[src/rtl/ldst_control_sequencer_pkg.sv]
// ============================================================================
// Module   : ctrl_pkg
// Brief    : Shared states, opcodes and control bundle for the ld/ldi/st
//            control-step sequencer and the later full control unit.
// Revision : 1.0
// ============================================================================
`default_nettype none

package ctrl_pkg;

  localparam int WAIT_W = 4;

  typedef logic [3:0] state_t;

  localparam state_t ST_IDLE = 4'd0;
  localparam state_t ST_T0   = 4'd1;
  localparam state_t ST_T1   = 4'd2;
  localparam state_t ST_T1W  = 4'd3;
  localparam state_t ST_T2   = 4'd4;
  localparam state_t ST_T3   = 4'd5;
  localparam state_t ST_T4   = 4'd6;
  localparam state_t ST_T5   = 4'd7;
  localparam state_t ST_T6   = 4'd8;
  localparam state_t ST_T6W  = 4'd9;
  localparam state_t ST_T7   = 4'd10;

  localparam logic [4:0] OPC_LD  = 5'b00000;
  localparam logic [4:0] OPC_LDI = 5'b00001;
  localparam logic [4:0] OPC_ST  = 5'b00010;

  localparam logic [11:0] ALU_ADD = 12'h001;

  typedef struct packed {
    logic PCout;
    logic MARin;
    logic IncPC;
    logic Zin;
    logic PCin;
    logic Zlowout;
    logic MDRRead;
    logic MDRin;
    logic MDRout;
    logic IRin;
    logic Gra;
    logic Grb;
    logic Rin_in;
    logic Rout_in;
    logic BAout;
    logic Yin;
    logic Cout;
    logic RAMwrite;
    logic instr_done;
    logic illegal;
  } ctrl_t;

endpackage

`default_nettype wire

[src/rtl/ldst_control_sequencer_mem_wait_counter.sv]
// ============================================================================
// Module   : mem_wait_counter
// Brief    : Loadable down-counter with zero flag, shared by all RAM waits.
// Revision : 1.0
// ============================================================================
`default_nettype none

module mem_wait_counter #(
  parameter int W = 4
) (
  input  logic         clk,
  input  logic         clr,
  input  logic         load_i,
  input  logic [W-1:0] load_val_i,
  input  logic         dec_i,
  output logic         zero_o
);

  logic [W-1:0] cnt_q;
  logic [W-1:0] cnt_d;

  always_comb begin
    cnt_d = cnt_q;
    if (load_i) begin
      cnt_d = load_val_i;
    end else if (dec_i && (cnt_q != '0)) begin
      cnt_d = cnt_q - 1'b1;
    end
  end

  always_ff @(posedge clk or posedge clr) begin
    if (clr) begin
      cnt_q <= '0;
    end else begin
      cnt_q <= cnt_d;
    end
  end

  assign zero_o = (cnt_q == '0);

endmodule

`default_nettype wire

[src/rtl/ldst_control_sequencer.sv]
// ============================================================================
// Module   : ldst_control_sequencer
// Brief    : Hardwired T0..T7 control-step sequencer for ld, ldi and st.
// Revision : 1.0
// ============================================================================
`default_nettype none

module ldst_control_sequencer
  import ctrl_pkg::*;
#(
  parameter int MEM_LAT = 1,
  parameter int OPC_W   = 5,
  parameter int CNT_W   = 16,
  parameter int ALU_W   = 12
) (
  input  logic             clk,
  input  logic             clr,
  input  logic             run,
  input  logic [OPC_W-1:0] opcode,
  output logic             PCout,
  output logic             MARin,
  output logic             IncPC,
  output logic             Zin,
  output logic             PCin,
  output logic             Zlowout,
  output logic             MDRRead,
  output logic             MDRin,
  output logic             MDRout,
  output logic             IRin,
  output logic             Gra,
  output logic             Grb,
  output logic             Rin_in,
  output logic             Rout_in,
  output logic             BAout,
  output logic             Yin,
  output logic             Cout,
  output logic             RAMwrite,
  output logic [ALU_W-1:0] ALUControl,
  output logic             instr_done,
  output logic             illegal,
  output logic [CNT_W-1:0] retired
);

  localparam logic              C_NO_WAIT = (MEM_LAT == 0);
  localparam logic [WAIT_W-1:0] C_LAT_M1  = (MEM_LAT > 0) ? WAIT_W'(MEM_LAT - 1) : '0;
  localparam logic [WAIT_W-1:0] C_LAT     = WAIT_W'(MEM_LAT);
  localparam logic [OPC_W-1:0]  C_OPC_LD  = OPC_W'(OPC_LD);
  localparam logic [OPC_W-1:0]  C_OPC_LDI = OPC_W'(OPC_LDI);
  localparam logic [OPC_W-1:0]  C_OPC_ST  = OPC_W'(OPC_ST);
  localparam logic [ALU_W-1:0]  C_ALU_ADD = ALU_W'(ALU_ADD);

  state_t             state_q, state_d;
  logic [OPC_W-1:0]   opc_q, opc_d;
  logic [CNT_W-1:0]   retired_q, retired_d;

  logic               cnt_load;
  logic [WAIT_W-1:0]  cnt_load_val;
  logic               cnt_dec;
  logic               cnt_zero;

  logic               is_ld, is_ldi, is_st, is_legal;
  ctrl_t              ctrl;
  logic [ALU_W-1:0]   alu;

  assign is_ld    = (opc_q == C_OPC_LD);
  assign is_ldi   = (opc_q == C_OPC_LDI);
  assign is_st    = (opc_q == C_OPC_ST);
  assign is_legal = is_ld | is_ldi | is_st;

  mem_wait_counter #(
    .W (WAIT_W)
  ) u_wait (
    .clk        (clk),
    .clr        (clr),
    .load_i     (cnt_load),
    .load_val_i (cnt_load_val),
    .dec_i      (cnt_dec),
    .zero_o     (cnt_zero)
  );

  // Opcode is captured on the T2->T3 edge so T3 decode stays a pure Moore output.
  always_comb begin
    state_d      = state_q;
    opc_d        = opc_q;
    cnt_load     = 1'b0;
    cnt_load_val = '0;
    cnt_dec      = 1'b0;
    case (state_q)
      ST_IDLE: if (run) state_d = ST_T0;
      ST_T0:   state_d = ST_T1;
      ST_T1: begin
        if (C_NO_WAIT) begin
          state_d = ST_T2;
        end else begin
          state_d      = ST_T1W;
          cnt_load     = 1'b1;
          cnt_load_val = C_LAT_M1;
        end
      end
      ST_T1W: begin
        cnt_dec = 1'b1;
        if (cnt_zero) state_d = ST_T2;
      end
      ST_T2: begin
        state_d = ST_T3;
        opc_d   = opcode;
      end
      ST_T3:   state_d = is_legal ? ST_T4 : (run ? ST_T0 : ST_IDLE);
      ST_T4:   state_d = ST_T5;
      ST_T5:   state_d = is_ldi ? (run ? ST_T0 : ST_IDLE) : ST_T6;
      ST_T6: begin
        if (is_ld && !C_NO_WAIT) begin
          state_d      = ST_T6W;
          cnt_load     = 1'b1;
          cnt_load_val = C_LAT_M1;
        end else begin
          state_d      = ST_T7;
          cnt_load     = is_st;
          cnt_load_val = C_LAT;
        end
      end
      ST_T6W: begin
        cnt_dec = 1'b1;
        if (cnt_zero) state_d = ST_T7;
      end
      ST_T7: begin
        cnt_dec = 1'b1;
        if (is_ld || cnt_zero) state_d = run ? ST_T0 : ST_IDLE;
      end
      default: state_d = ST_IDLE;
    endcase
  end

  always_comb begin
    ctrl = '0;
    alu  = '0;
    case (state_q)
      ST_T0: begin
        ctrl.PCout = 1'b1;
        ctrl.MARin = 1'b1;
        ctrl.IncPC = 1'b1;
        ctrl.Zin   = 1'b1;
      end
      ST_T1: begin
        ctrl.Zlowout = 1'b1;
        ctrl.PCin    = 1'b1;
        ctrl.MDRRead = 1'b1;
        ctrl.MDRin   = C_NO_WAIT;
      end
      ST_T1W, ST_T6W: begin
        ctrl.MDRRead = 1'b1;
        ctrl.MDRin   = cnt_zero;
      end
      ST_T2: begin
        ctrl.MDRout = 1'b1;
        ctrl.IRin   = 1'b1;
      end
      ST_T3: begin
        ctrl.Grb     = 1'b1;
        ctrl.BAout   = 1'b1;
        ctrl.Yin     = is_legal;
        ctrl.illegal = ~is_legal;
      end
      ST_T4: begin
        ctrl.Cout = 1'b1;
        ctrl.Zin  = 1'b1;
        alu       = C_ALU_ADD;
      end
      ST_T5: begin
        ctrl.Zlowout    = 1'b1;
        ctrl.MARin      = ~is_ldi;
        ctrl.Gra        = is_ldi;
        ctrl.Rin_in     = is_ldi;
        ctrl.instr_done = is_ldi;
      end
      ST_T6: begin
        ctrl.MDRRead = is_ld;
        ctrl.MDRin   = is_st | C_NO_WAIT;
        ctrl.Gra     = is_st;
        ctrl.Rout_in = is_st;
      end
      ST_T7: begin
        ctrl.MDRout     = is_ld;
        ctrl.Gra        = is_ld;
        ctrl.Rin_in     = is_ld;
        ctrl.RAMwrite   = is_st;
        ctrl.instr_done = is_ld | cnt_zero;
      end
      default: ctrl = '0;
    endcase
  end

  assign retired_d = retired_q + {{(CNT_W-1){1'b0}}, ctrl.instr_done};

  always_ff @(posedge clk or posedge clr) begin
    if (clr) begin
      state_q   <= ST_IDLE;
      opc_q     <= '0;
      retired_q <= '0;
    end else begin
      state_q   <= state_d;
      opc_q     <= opc_d;
      retired_q <= retired_d;
    end
  end

  assign PCout      = ctrl.PCout;
  assign MARin      = ctrl.MARin;
  assign IncPC      = ctrl.IncPC;
  assign Zin        = ctrl.Zin;
  assign PCin       = ctrl.PCin;
  assign Zlowout    = ctrl.Zlowout;
  assign MDRRead    = ctrl.MDRRead;
  assign MDRin      = ctrl.MDRin;
  assign MDRout     = ctrl.MDRout;
  assign IRin       = ctrl.IRin;
  assign Gra        = ctrl.Gra;
  assign Grb        = ctrl.Grb;
  assign Rin_in     = ctrl.Rin_in;
  assign Rout_in    = ctrl.Rout_in;
  assign BAout      = ctrl.BAout;
  assign Yin        = ctrl.Yin;
  assign Cout       = ctrl.Cout;
  assign RAMwrite   = ctrl.RAMwrite;
  assign instr_done = ctrl.instr_done;
  assign illegal    = ctrl.illegal;
  assign ALUControl = alu;
  assign retired    = retired_q;

endmodule

`default_nettype wire

[config.mk]
export PLATFORM = sky130hd
export DESIGN_NAME = ldst_control_sequencer
export DESIGN_NICKNAME = d
export VERILOG_FILES = /design/src/rtl/ldst_control_sequencer_pkg.sv /design/src/rtl/ldst_control_sequencer_mem_wait_counter.sv /design/src/rtl/ldst_control_sequencer.sv
export SDC_FILE = /design/constraint.sdc
export NUM_CORES = 1
export LEC_CHECK = 0
export ABC_AREA = 1
export BUFFER_PORTS_ARGS = -buffer_cell sky130_fd_sc_hd__clkbuf_2
export CAP_MARGIN = 20
export CORE_MARGIN = 2
export CORE_UTILIZATION = 29
export DETAILED_ROUTE_END_ITERATION = 16
export GPL_ROUTABILITY_DRIVEN = 0
export PLACE_DENSITY_LB_ADDON = 0.15
export SLEW_MARGIN = 5
export SYNTH_ARGS = -nofsm -noshare
export SYNTH_HDL_FRONTEND = slang
export SYNTH_SLANG_ARGS = --single-unit
[constraint.sdc]
create_clock -name clk -period 4.31 [get_ports clk]
set_clock_uncertainty 0.15 [all_clocks]
set_input_delay 0.431 -clock clk [delete_from_list [all_inputs] [get_ports clk]]
set_output_delay 0.431 -clock clk [all_outputs]
set_load 0.01 [all_outputs]
==> results of run 1 <==
-- cell usage in the layout (no fill, tap or decap), drive strengths merged --
master and n:
o21ai 9, xor2 8, buf 1, clkbuf 51, a31oi 1, inv 30
nor3 2, dfrtp 29, nand3 19, a21oi 4, ha 3, nor2 46
nand2 57, nand4 4, conb 11, o211ai 1, xnor2 4
-- worst register-to-register path, delay by kind of cell, from the launching register on --
kind                       cells  cell delay, ps
AOI/OAI and AO/OA              1             200
xor gates and xnor gates       1             150
adders and majority gates      1             230
buffers and inverters          1             110
DFF                            1             420
and+or+nand+nor                8            1070
-- through the flow --
step | std cells | util (%)
after global placement | 348 | 34.1
after floorplan | 242 | -
final | 355 | 35.6
after global routing | 355 | 35.6
after CTS | 355 | 35.6
after detailed placement | 348 | 34.1
-- flip-flops by register name (all words and copies together) (netlist names) --
name / count
retired: 16
state_q: 4
opc_q: 5
u_wait.cnt_q: 4
-- area by class of cell --
| type | count | area [um2] | area share, % |
|---|---|---|---|
| multi-input cells | 169 | 861 | 40.9 |
| flip-flops and latches | 29 | 726 | 34.4 |
| repair buffers | 45 | 228 | 10.8 |
| inverters | 30 | 113 | 5.34 |
| well taps | 75 | 93.8 | 4.45 |
| clock buffers | 7 | 86.3 | 4.10 |
-- kinds of logic after synthesis --
kind of cell	after synthesis	share of synthesized area (%)
flip-flops	29	41.1
buffers and inverters	44	12.3
XOR/XNOR	12	5.95
AO/OA/AOI/OAI	15	4.67
adder cells (fa/ha/maj)	3	2.12
other	1	0.212
AND/OR/NAND/NOR	128	33.6
-- worst paths after layout --
check / start / end / slack (ps) / cells after the start
min in group clk: opcode[1] / opc_q[1]$_DFFE_PP0P_ / 190 / 3
max in group asynchronous: clr / u_wait.cnt_q[3]$_DFFE_PP0P_ / 3680 / 3
max: state_q[0]$_DFFE_PP0P_ / retired[12]$_DFF_PP0_ / 1860 / 12
min reg2reg: retired[15]$_DFF_PP0_ / retired[15]$_DFF_PP0_ / 330 / 1
min: clr / retired[3]$_DFF_PP0_ / 50 / 3
max reg2reg: state_q[0]$_DFFE_PP0P_ / retired[12]$_DFF_PP0_ / 1860 / 12
-- routing by layer --
metal  up-vias  track usage, %  wire, um
met4         0            6.17        83
met5         -               0         0
met3         9            5.05       306
met1       714            16.9      1850
met2        60            20.3      1810
li1        784               -         -
-- power groups by stage --
stage / Clock, mW / Combinational (mW) / Sequential [mW]
2_1_floorplan: 0 / 0.411 / 0.390
3_3_place_gp: 0 / 0.549 / 0.399
3_5_place_dp: 0 / 0.545 / 0.399
4_1_cts: 0.239 / 0.550 / 0.395
5_1_grt: 0.254 / 0.631 / 0.403
6_report: 0.230 / 0.543 / 0.395
==> run_results.csv, run 1 <==
group,metric,value,unit
pwr,intPower,0.647,mW
clock_network,cts_hold_buf,0,
worst_setup_path,cp_cell_sequence,"inv_1 -> nand2_1 -> nor2_1 -> nand4_1 -> o211ai_1 -> ha_1 -> nand2_2 -> nor2_4 -> nand2_2 -> nor2_2 -> nand3_1 -> xor2_1",
worst_setup_path,cpMaxStageDelayCell,"dfrtp_1",
cells_and_area,fillers,643,
floorplanning,rows,28,
pwr,power_frac_comb,46.5,%
floorplanning,die_area,6730,um2
clock_network,insertion_delay,280,ps
pwr,ir_drop,283,uV
worst_setup_path,crit_top_cell,"nand2_2",
clock_network,numCtsBuffers,5,
floorplanning,start_util,29.8,%
synth,yosysWarnings,0,
place,portBuffers,44,
synth,synthCells,232,
pwr,switching_power,0.521,mW
clock_network,cts_setup_buffers,0,
flow_run,maxCapViolations,0,
sta,fin_crit_sh,56.8,%
grt,grt.overflow.total,0,
worst_setup_path,crit_type,"reg -> reg",
worst_setup_path,worstPathMaxFanout,5,
cells_and_area,diodes,0,
synth,synth_top_area_share,41.1,%
synth,synth_area_leaders,"dfrtp_1 41%, nand2_1 11%, nor2_1 8.1%, buf_4 5.9%, inv_1 5.7%",
cells_and_area,final_nets,291,
pwr,p_seq_share,33.8,%
sta,hold_slack,48.6,ps
sta,fmaxAchievable,408,MHz
routing,drtIter0Drc,64,
worst_setup_path,cpPeakStageDelay,420,ps
worst_setup_path,endpoint_kind,"flip-flop",
floorplanning,boundaryPins,56,
worst_hold_path,min_path_type,"in -> async",
floorplanning,chipWidth,82.1,um
clock_network,clk_pin_slew_worst_paths,60,ps
cells_and_area,drive_above_1_share,25.7,%
place,place_area,2020,um2
synth,synth_top_flop_cell,"dfrtp_1",
synth,synth_seq_cells,29,
cells_and_area,area_delta_synth_final,19.3,%
worst_setup_path,startpoint_type,"flip-flop",
pwr,p_per_area,554,nW/um2
synth,synth_edf_count,0,
clock_network,cts_buffer_depth,2,
pwr,p_sw_share,44.6,%
grt,antenna_found_initial,0,
routing,remaining_drc_errors,0,
floorplanning,fp.coreArea,5920,um2
sta,hold_viol,0,
grt,grt_max_degree,30,
synth,post-synth-top-count-cell,"nand2_1",
pwr,p_clk_share,19.7,%
clock_network,cts-root-buf,"clkbuf_8",
clock_network,cts_tree,"done",
cells_and_area,postLayoutCellArea,2110,um2
routing,firstDrtPassIters,4,
synth,synth_area_per_cell,7.62,um2
routing,num_vias,1567,
pwr,power,1.17,mW
sta,worst_slack,1860,ps
routing,viasPerCell,4.41,
place,post-place-ws,1860,ps
clock_network,cts-resized-gates,0,
grt,grt_pass1_vias,1542,
sta,rsz0062_at_grt,"false",
synth,ys_top_cells_by_count,"50 x nand2_1, 38 x nor2_1, 29 x dfrtp_1, 27 x inv_1, 17 x nand3_1",
place,dp_hpwl,3.15,mm
synth,synth-async-reset-ratio,100,%
synth,syn_area,1770,um2
pwr,p_leak,1.18,nW
worst_setup_path,critPathTopFamily,"simple AND/OR/NAND/NOR gates",
sta,setup_tns,0,ps
worst_setup_path,path_buf_inv,1,
sta,final-setup-viol-count,0,
synth,ys_seq_area_share,41.1,%
worst_setup_path,required,4330,ps
routing,wl,4.06,mm
sta,final_max_slew_viol_count,0,
grt,grt_pass1_wl,6.83,mm
synth,synth.distinct_cells,23,
routing,wl_per_cell,11.4,um
floorplanning,dieHeight,82.1,um
grt,grt_use_total,13.4,%
clock_network,cts_sinks,29,
synth,yosysTopAreaCell,"dfrtp_1",
outcome,status,"complete, no violations",
clock_network,h-tree-depth,2,
routing,ant_nets,0,
sta,min_period,2450,ps
worst_setup_path,arrival,2470,ps
Power figures use the tool's default switching activity.
==> run 2: changes to the inputs <==
==> constraint.sdc (replaced) <==
create_clock -name clk -period 2.2 [get_ports clk]
set_clock_uncertainty 0.15 [all_clocks]
set_input_delay 0.22 -clock clk [delete_from_list [all_inputs] [get_ports clk]]
set_output_delay 0.22 -clock clk [all_outputs]
set_load 0.01 [all_outputs]
==> run_results.csv, run 2 (synthesis gave the netlist of run 1 again) <==
group,metric,value,unit
sta,fmaxAchievable,458,MHz
flow_run,maxCapViolations,0,
pwr,power_frac_comb,49.3,%
cells_and_area,multi_input_area,956,um2
sta,final-setup-viol-count,0,
worst_setup_path,cp_cell_sequence,"inv_2 -> nand2_2 -> nor2_4 -> nand4_1 -> o211ai_1 -> ha_2 -> nand2_2 -> nor2_4 -> nand2_2 -> nor2_4 -> nand3_2 -> xnor2_2",
place,portBuffers,44,
worst_setup_path,endpoint_kind,"flip-flop",
routing,ant_nets,0,
sta,rsz0062_at_grt,"true",
cells_and_area,diodes,0,
worst_setup_path,startpoint_type,"flip-flop",
place,post-place-ws,-3.24,ps
worst_setup_path,crit_type,"reg -> reg",
worst_setup_path,crit_path_start,"state_q[0]$_DFFE_PP0P_",
floorplanning,chipWidth,82.1,um
outcome,status,"complete, no violations",
worst_setup_path,worstPathMaxFanout,4,
pwr,p_leak,1.34,nW
worst_setup_path,cpPeakStageDelay,430,ps
cells_and_area,final_cell_mix,"47 x nand2_1, 44 x clkbuf_2, 32 x nor2_1",
worst_setup_path,required,2210,ps
worst_hold_path,min_path_type,"in -> reg",
pwr,p_clk_share,21.3,%
pwr,intPower,1.58,mW
cells_and_area,largest_reg_flops,16,
cells_and_area,area_delta_synth_final,37.6,%
routing,drtIter0Drc,62,
routing,viasPerCell,4.30,
pwr,ir_drop,642,uV
clock_network,cts_tree,"done",
clock_network,cts_buffer_depth,2,
sta,final_max_slew_viol_count,0,
pwr,power,2.70,mW
sta,hold_viol,0,
grt,grt_use_total,14.0,%
clock_network,cts_sinks,29,
pwr,p_sw_share,41.6,%
clock_network,numCtsBuffers,5,
worst_setup_path,cpMaxStageDelayCell,"dfrtp_1",
cells_and_area,drive_above_1_share,36.9,%
worst_setup_path,crit-reg2reg-launch,"state_q[0]$_DFFE_PP0P_",
floorplanning,boundaryPins,56,
floorplanning,die_area,6730,um2
clock_network,cts-root-buf,"clkbuf_8",
clock_network,h-tree-depth,2,
sta,worst_slack,16.2,ps
floorplanning,dieHeight,82.1,um
grt,grt.overflow.total,0,
routing,firstDrtPassIters,4,
pwr,p_seq_share,29.4,%
sta,fin_crit_sh,99.3,%
grt,grt_max_degree,19,
clock_network,insertion_delay,280,ps
sta,min_period,2180,ps
floorplanning,rows,28,
grt,grt_pass1_vias,1538,
routing,wl_per_cell,11.5,um
floorplanning,start_util,29.8,%
routing,num_vias,1639,
cells_and_area,final_nets,316,
grt,grt_pass1_wl,7.01,mm
worst_setup_path,arrival,2190,ps
clock_network,clk_pin_slew_worst_paths,70,ps
pwr,p_per_area,1110,nW/um2
grt,antenna_found_initial,0,
routing,wl,4.37,mm
worst_hold_path,hp-start,"opcode[3]",
routing,remaining_drc_errors,0,
cells_and_area,layout_commonest_cell,"nand2_1",
cells_and_area,fillers,629,
pwr,switching_power,1.12,mW
floorplanning,fp.coreArea,5920,um2
place,dp_hpwl,3.36,mm
cells_and_area,postLayoutCoreUtil,41.1,%
cells_and_area,regArea,727,um2
==> run 2: final timing paths <==
| check | cells after the start | to | slack, ps |
|---|---|---|---|
| setup / recovery | 12 | retired[14]$_DFF_PP0_ | 20 |
| hold / removal | 3 | opc_q[3]$_DFFE_PP0P_ | 9 |
| setup reg to reg | 12 | retired[14]$_DFF_PP0_ | 20 |
| hold reg to reg | 1 | retired[15]$_DFF_PP0_ | 320 |
| max in group asynchronous | 4 | state_q[2]$_DFFE_PP0P_ | 930 |
| min in group asynchronous | 3 | retired[1]$_DFF_PP0_ | 320 |
==> run 2: per-layer routing <==
layer	up-vias	global-route usage, %	part of all wire, %
li1	838	-	-
met1	733	18.1	48
met2	61	22.1	45
met3	7	4.29	5.8
met4	0	4.67	1.2
met5	-	0	0
==> run 2: worst max-delay path: cells and delay by family, from the launching register on <==
| family | cells | cell delay, ps |
|---|---|---|
| and+or+nand+nor | 8 | 870 |
| adders and majority gates | 1 | 230 |
| xor gates and xnor gates | 1 | 140 |
| DFF | 1 | 430 |
| buffers and inverters | 1 | 100 |
| AOI/OAI and AO/OA | 1 | 150 |
==> run 2: power groups by stage <==
stage / clock network (mW) / logic, mW / registers [mW]
floorplan: 0 / 0.852 / 0.774
global placement: 0 / 1.24 / 0.785
detailed placement: 0 / 1.23 / 0.787
CTS: 0.588 / 1.27 / 0.776
global route: 0.616 / 1.52 / 0.805
finish: 0.575 / 1.33 / 0.796
==> run 2: area by class of cell <==
| type | count | area share, % |
|---|---|---|
| multi-input cells | 169 | 39.3 |
| flip-flops and latches | 29 | 29.9 |
| repair buffers | 70 | 17.5 |
| inverters | 30 | 4.63 |
| well taps | 75 | 3.86 |
| clock buffers | 7 | 3.55 |
| clock inverters | 1 | 1.24 |
==> run 2: per-stage QoR <==
stage	instances	TNS, ps	hold WS (ps)	cell area, um2
6_report	381	0	8.93	2430
5_1_grt	381	-620	7.64	2430
4_1_cts	374	0	9.07	2330
3_5_place_dp	361	-4.86	82.3	2170
3_3_place_gp	361	0	85.3	2170
2_1_floorplan	242	-32.8	148	1850
==> run 2: repair_timing <==
item | CTS | global route
setup endpoints to repair | 3 | 9
hold endpoints to repair | 14 | 0
setup buffers | 1 | 7
gates cloned | 0 | 0
gates resized for setup | 0 | 15
pin swaps | 1 | 7
hold buffers | 4 | 0
